## src/rtl/lsu_pkg.sv

```systemverilog
// Shared types and constants for the load/store unit.
package lsu_pkg;

   typedef enum logic [1:0] {
      ST_IDLE   = 2'd0,
      ST_ACCESS = 2'd1,
      ST_RESP   = 2'd2
   } lsu_state_e;

   localparam int          LAT_CNT_W       = 4;
   localparam logic [31:0] WORD_ALIGN_MASK = 32'hFFFF_FFFC;

endpackage

```

## src/rtl/load_extend.sv

```systemverilog
// Byte/word select for load data: a byte load takes read bits [7:0] and
// sign- or zero-extends them; a word load passes the data through.
module load_extend
   import lsu_pkg::*;
(
   input  logic [31:0] data_i,
   input  logic        byte_i,
   input  logic        unsigned_i,
   output logic [31:0] data_o
);

   // Extension fill bit is the byte's MSB only for signed byte loads.
   always_comb begin
      data_o = data_i;
      if (byte_i) begin
         data_o = {{24{~unsigned_i & data_i[7]}}, data_i[7:0]};
      end else begin
         data_o = data_i;
      end
   end

endmodule

```

## src/rtl/load_store_unit.sv

```systemverilog
// Data-memory initiator: one request at a time, IDLE -> ACCESS -> RESP.
// Build option LSU_ALIGN_CHECK_EN: misaligned word requests return resp_err
// without touching memory; otherwise word addresses are forced word-aligned.
// The memory byte-select port is named mem_byte because byte is a keyword.
module load_store_unit
   import lsu_pkg::*;
#(
   parameter int MEM_LATENCY = 1,
   parameter int ADDR_W      = 32,
   parameter int DATA_W      = 32
) (
   input  logic              clk,
   input  logic              rst_n,
   input  logic              req_valid,
   output logic              req_ready,
   input  logic              req_write,
   input  logic              req_byte,
   input  logic              req_unsigned,
   input  logic [ADDR_W-1:0] req_addr,
   input  logic [DATA_W-1:0] req_wdata,
   output logic              resp_valid,
   input  logic              resp_ready,
   output logic [DATA_W-1:0] resp_rdata,
   output logic              resp_err,
   output logic [ADDR_W-1:0] address,
   output logic [DATA_W-1:0] write_data,
   output logic              MemRead,
   output logic              MemWrite,
   output logic              mem_byte,
   input  logic [DATA_W-1:0] read_data
);

   localparam logic [LAT_CNT_W-1:0] LAT_INIT   = LAT_CNT_W'(MEM_LATENCY - 1);
   localparam logic [ADDR_W-1:0]    ALIGN_MASK = ~ADDR_W'(~WORD_ALIGN_MASK);

   lsu_state_e             state_q;
   logic [LAT_CNT_W-1:0]   cnt_q;
   logic                   write_q;
   logic                   byte_q;
   logic                   unsigned_q;
   logic [ADDR_W-1:0]      address_q;
   logic [DATA_W-1:0]      write_data_q;
   logic                   mem_read_q;
   logic                   mem_write_q;
   logic                   resp_valid_q;
   logic [DATA_W-1:0]      resp_rdata_q;
   logic [DATA_W-1:0]      resp_rdata_d;
   logic                   misalign_s;

   load_extend u_load_extend (
      .data_i     (read_data),
      .byte_i     (byte_q),
      .unsigned_i (unsigned_q),
      .data_o     (resp_rdata_d)
   );

`ifdef LSU_ALIGN_CHECK_EN
   logic err_q;

   assign misalign_s = ~req_byte & (req_addr[1:0] != 2'b00);
   assign resp_err   = err_q;

   // Error flag is decided at acceptance and held through the response.
   always_ff @(posedge clk or negedge rst_n) begin
      if (!rst_n) begin
         err_q <= 1'b0;
      end else if (state_q == ST_IDLE && req_valid) begin
         err_q <= misalign_s;
      end
   end
`else
   assign misalign_s = 1'b0;
   assign resp_err   = 1'b0;
`endif

   // Request/response FSM with registered memory strobes and response.
   always_ff @(posedge clk or negedge rst_n) begin
      if (!rst_n) begin
         state_q      <= ST_IDLE;
         cnt_q        <= '0;
         write_q      <= 1'b0;
         byte_q       <= 1'b0;
         unsigned_q   <= 1'b0;
         address_q    <= '0;
         write_data_q <= '0;
         mem_read_q   <= 1'b0;
         mem_write_q  <= 1'b0;
         resp_valid_q <= 1'b0;
         resp_rdata_q <= '0;
      end else begin
         case (state_q)
            ST_IDLE: begin
               if (req_valid) begin
                  write_q    <= req_write;
                  byte_q     <= req_byte;
                  unsigned_q <= req_unsigned;
                  cnt_q      <= LAT_INIT;
                  if (misalign_s) begin
                     resp_rdata_q <= '0;
                     resp_valid_q <= 1'b1;
                     state_q      <= ST_RESP;
                  end else begin
                     address_q   <= req_byte ? req_addr : (req_addr & ALIGN_MASK);
                     mem_read_q  <= ~req_write;
                     mem_write_q <= req_write;
                     if (req_write) begin
                        write_data_q <= req_wdata;
                     end
                     state_q <= ST_ACCESS;
                  end
               end
            end
            ST_ACCESS: begin
               // Stores take a single cycle; loads wait out the counter.
               if (write_q) begin
                  mem_write_q  <= 1'b0;
                  resp_rdata_q <= '0;
                  resp_valid_q <= 1'b1;
                  state_q      <= ST_RESP;
               end else if (cnt_q == '0) begin
                  mem_read_q   <= 1'b0;
                  resp_rdata_q <= resp_rdata_d;
                  resp_valid_q <= 1'b1;
                  state_q      <= ST_RESP;
               end else begin
                  cnt_q <= cnt_q - LAT_CNT_W'(1);
               end
            end
            ST_RESP: begin
               if (resp_ready) begin
                  resp_valid_q <= 1'b0;
                  state_q      <= ST_IDLE;
               end
            end
            default: begin
               mem_read_q   <= 1'b0;
               mem_write_q  <= 1'b0;
               resp_valid_q <= 1'b0;
               state_q      <= ST_IDLE;
            end
         endcase
      end
   end

   assign req_ready  = rst_n & (state_q == ST_IDLE);
   assign resp_valid = resp_valid_q;
   assign resp_rdata = resp_rdata_q;
   assign address    = address_q;
   assign write_data = write_data_q;
   assign MemRead    = mem_read_q;
   assign MemWrite   = mem_write_q;
   assign mem_byte   = byte_q;

endmodule

```

## config.mk

```make
export PLATFORM = sky130hd
export DESIGN_NAME = load_store_unit
export DESIGN_NICKNAME = d
export VERILOG_FILES = /design/src/rtl/lsu_pkg.sv /design/src/rtl/load_extend.sv /design/src/rtl/load_store_unit.sv
export SDC_FILE = /design/constraint.sdc
export NUM_CORES = 1
export LEC_CHECK = 0
export ABC_CLOCK_PERIOD_IN_PS = 2300
export CAP_MARGIN = 20
export CORE_ASPECT_RATIO = 1.5
export CORE_MARGIN = 2
export CORE_UTILIZATION = 42
export DETAILED_ROUTE_END_ITERATION = 8
export GPL_TIMING_DRIVEN = 0
export MAX_ROUTING_LAYER = met4
export PLACE_DENSITY = 0.81
export SLEW_MARGIN = 20
export SYNTH_ARGS = -nofsm -noshare
export SYNTH_HDL_FRONTEND = slang
export SYNTH_SLANG_ARGS = --single-unit
```

## constraint.sdc

```tcl
create_clock -name clk -period 2.3 [get_ports clk]
set_input_delay 0.46 -clock clk [delete_from_list [all_inputs] [get_ports clk]]
set_output_delay 0.46 -clock clk [all_outputs]
set_load 0.02 [all_outputs]
```

==> results.yml <==
power:
  ir_worst_vdd_uv: 817
  power.leakage_nw: 3.11
  powerDensity_mw_per_mm2: 1440
worst_setup_path:
  worstPathArrival_ns: 2.38
  r2r_setup_slack_ns: 0.15
  cp_cell_sequence: "inv_1 > ha_1 > or3b_1 > clkbuf_2 > a21boi_4 > buf_6 > mux2_2"
  crit_type: "reg -> reg"
  worstPathRequired_ns: 2.53
  crit_path_max_fanout: 10
  worstRegToRegCells: 7
  path_delay_family: "buffers and inverters"
  r2r-end: "resp_rdata[12]$_DFFE_PN0P_"
  reg2reg_from: "cnt_q[0]$_DFFE_PN0P_"
  startpoint_type: "register"
  path_buf_inv: 3
  cpPeakStageDelay_ns: 0.38
  crit_slowest_cell: "dfrtp_1"
  crit_cells: 7
  endpoint_kind: "register"
yosys:
  yosysTopAreaCellShare: 0.598
  ys_seq_elements: 108
  ys_seq_area_frac: 0.598
  syn-num-nets: 503
  synth.area.top_cells: "dfrtp_1, mux2_2, nand2_1"
  yosysWarnings: 0
  syn_inst: 398
  yosysTopAreaCell: "dfrtp_1"
  syn_area_sq_mm: 0.00452
  synth.distinct_cells: 36
  avgSynthCellArea_sq_um: 11.4
sta:
  max_slew_margin: 0.507
  hold_viol: 0
  fin_ws_ns: 0.152
  period_share: 0.934
  fin_worst_skew_ns: 0.00575
  layout_min_cycle_time_ns: 2.15
  drv_slew: 0
  rsz0062_at_grt: "no"
  hold_ws_ns: 0.0530
  fin_tns_setup_ns: 0
  max_freq_ghz: 0.466
  setup-violations-final: 0
  tightest_slew_ns: 0.735
global_route:
  track_usage: 0.230
  grt_pass1_wl_um: 20000
  grt_max_degree: 46
  grt_pass1_vias: 4000
  overflow: 0
  antenna_found_initial: 0
placement:
  dp_hpwl_um: 9590
  dp_worst_setup_slack_ns: -0.260
  portBuffers: 203
  gp_congestion: 0.853
  dpl_cell_area_sq_mm: 0.00676
run_status:
  status: "complete, no violations"
final_layout:
  stdcell_area_sq_mm: 0.00709
  diodes: 0
  fin_nets: 720
  multi_input_area_sq_mm: 0.00168
  layout_commonest_cell: "clkdlybuf4s50_1"
  layout_common_cells: "clkdlybuf4s50_1, dfrtp_1, nand2_1"
  ff_latch_area_sq_mm: 0.00270
  drive_above_1_share: 0.139
  finish.utilization: 0.673
  n_fill_cell: 806
  syn2layout_area_growth_pct: 56.9
floorplanning:
  die_w_um: 88.7
  io_pins: 205
  fp-row-count: 46
  initial_core_util: 0.429
  die_h_um: 131
  die_area_sq_mm: 0.0116
  design.core.area_sq_mm: 0.0105
clock_tree:
  clk_pin_slew_ns: 0.07
  cts_tree: "done"
  numCtsBuffers: 9
  root_buffer: "clkbuf_16"
  cts_setup_buffers: 0
  cts_buffer_depth: 2
  insertion_delay_ns: 0.35
  ctsHtreeMaxLevel: 3
  cts.sinks: 108
detailed_routing:
  wire_per_inst_um: 16.9
  postRouteAntennaNets: 0
  drt_iter0_drc: 136
  first_pass_iters: 4
  wirelength_um: 12900
  drc: 0
  via_per_inst: 5.02
  vias: 3839
min_path:
  hold_class: "in -> async"
run:
  maxCapViolCount: 0
==> where the power goes <==
group	switching [mW]	internal, mW	total (mW)
registers	0.513	2.82	3.33
logic	2.80	2.67	5.47
clock network	0.684	0.739	1.42
total	4.00	6.23	10.2
==> kinds of logic (layout without fill, tap and decap cells) <==
| logic type | Yosys count | in the layout | share of synthesized area |
|---|---|---|---|
| AND/OR/NAND/NOR | 150 | 150 | 0.142 |
| flip-flops | 108 | 108 | 0.598 |
| multiplexers | 57 | 57 | 0.142 |
| AO/OA/AOI/OAI | 49 | 49 | 0.0811 |
| buffers and inverters | 31 | 253 | 0.0310 |
| adder cells (fa/ha/maj) | 2 | 2 | 0.00553 |
| other | 1 | 1 | 0.000830 |
==> metrics by stage <==
step / total power, mW / instances
finish: 10.2 / 764
detailed placement: 8.83 / 746
floorplan: 6.27 / 398
CTS: 10.3 / 764
global placement: 8.61 / 745
global route: 10.8 / 764
==> state kept, by name, summed over array words and instances (netlist names) <==
| name | flops |
|---|---|
| mem_byte | 1 |
| resp_rdata | 32 |
| cnt_q | 4 |
| unsigned_q | 1 |
| state_q | 2 |
| MemRead | 1 |
| MemWrite | 1 |
| write_data | 32 |
| write_q | 1 |
| resp_valid | 1 |
| address | 32 |
==> worst reg2reg max path: stages, from the launching register on <==
cell	delay, ns
dfrtp_1	0.38
inv_1	0.11
ha_1	0.18
or3b_1	0.34
clkbuf_2	0.18
a21boi_4	0.30
buf_6	0.21
mux2_2	0.35
==> repair_timing <==
action | 4_1_cts | 5_1_grt
endpoints found under the setup margin | 1 | 0
hold endpoints to repair | 45 | 0
resized for setup | 3 | 0
hold buffers | 1 | 0
==> metal layers <==
layer / GRT usage / vias up / share of wire
li1: - / 1778 / -
met1: 0.257 / 1880 / 0.37
met2: 0.404 / 153 / 0.55
met3: 0.0313 / 28 / 0.058
met4: 0.102 / 0 / 0.030
met5: - / - / 0
==> area by class of cell <==
cell class,instances,share of cell area
buffer,27,0.0176
clock inverter,3,0.00335
timing repair buffer,206,0.300
multi-input combinational,259,0.237
inverter,4,0.00212
tap,144,0.0254
sequential,108,0.381
clock buffer,13,0.0339
==> synthesized netlist by cell type (all sizes together) <==
library cell  number
dfrtp            108
nand2            103
mux2              56
nor2              25
a211oi            24
clkbuf            21
a22o               8
o21ai              7
buf                6
inv                4
nand2b             4
nand3              4
nor3b              4
nand3b             3
or3b               3
a21oi              2
ha                 2
o211ai             2
a21boi             1
a21o               1
a2bb2oi            1
and2b              1
and3               1
conb               1
mux2i              1
nor3               1
o21a               1
o22ai              1
o31ai              1
or3                1
==> worst max-delay path by stage <==
stage                                     from                         end  slack, ns
final                     cnt_q[0]$_DFFE_PN0P_  resp_rdata[12]$_DFFE_PN0P_       0.15
after global routing      cnt_q[0]$_DFFE_PN0P_  resp_rdata[30]$_DFFE_PN0P_       0.03
after floorplan           cnt_q[0]$_DFFE_PN0P_  resp_rdata[11]$_DFFE_PN0P_       0.37
after global placement                   rst_n                   req_ready      -3.61
after CTS                 cnt_q[0]$_DFFE_PN0P_  resp_rdata[22]$_DFFE_PN0P_       0.15
after detailed placement                 rst_n                   req_ready      -0.26
Note: power is estimated with default switching activity, not from simulation.
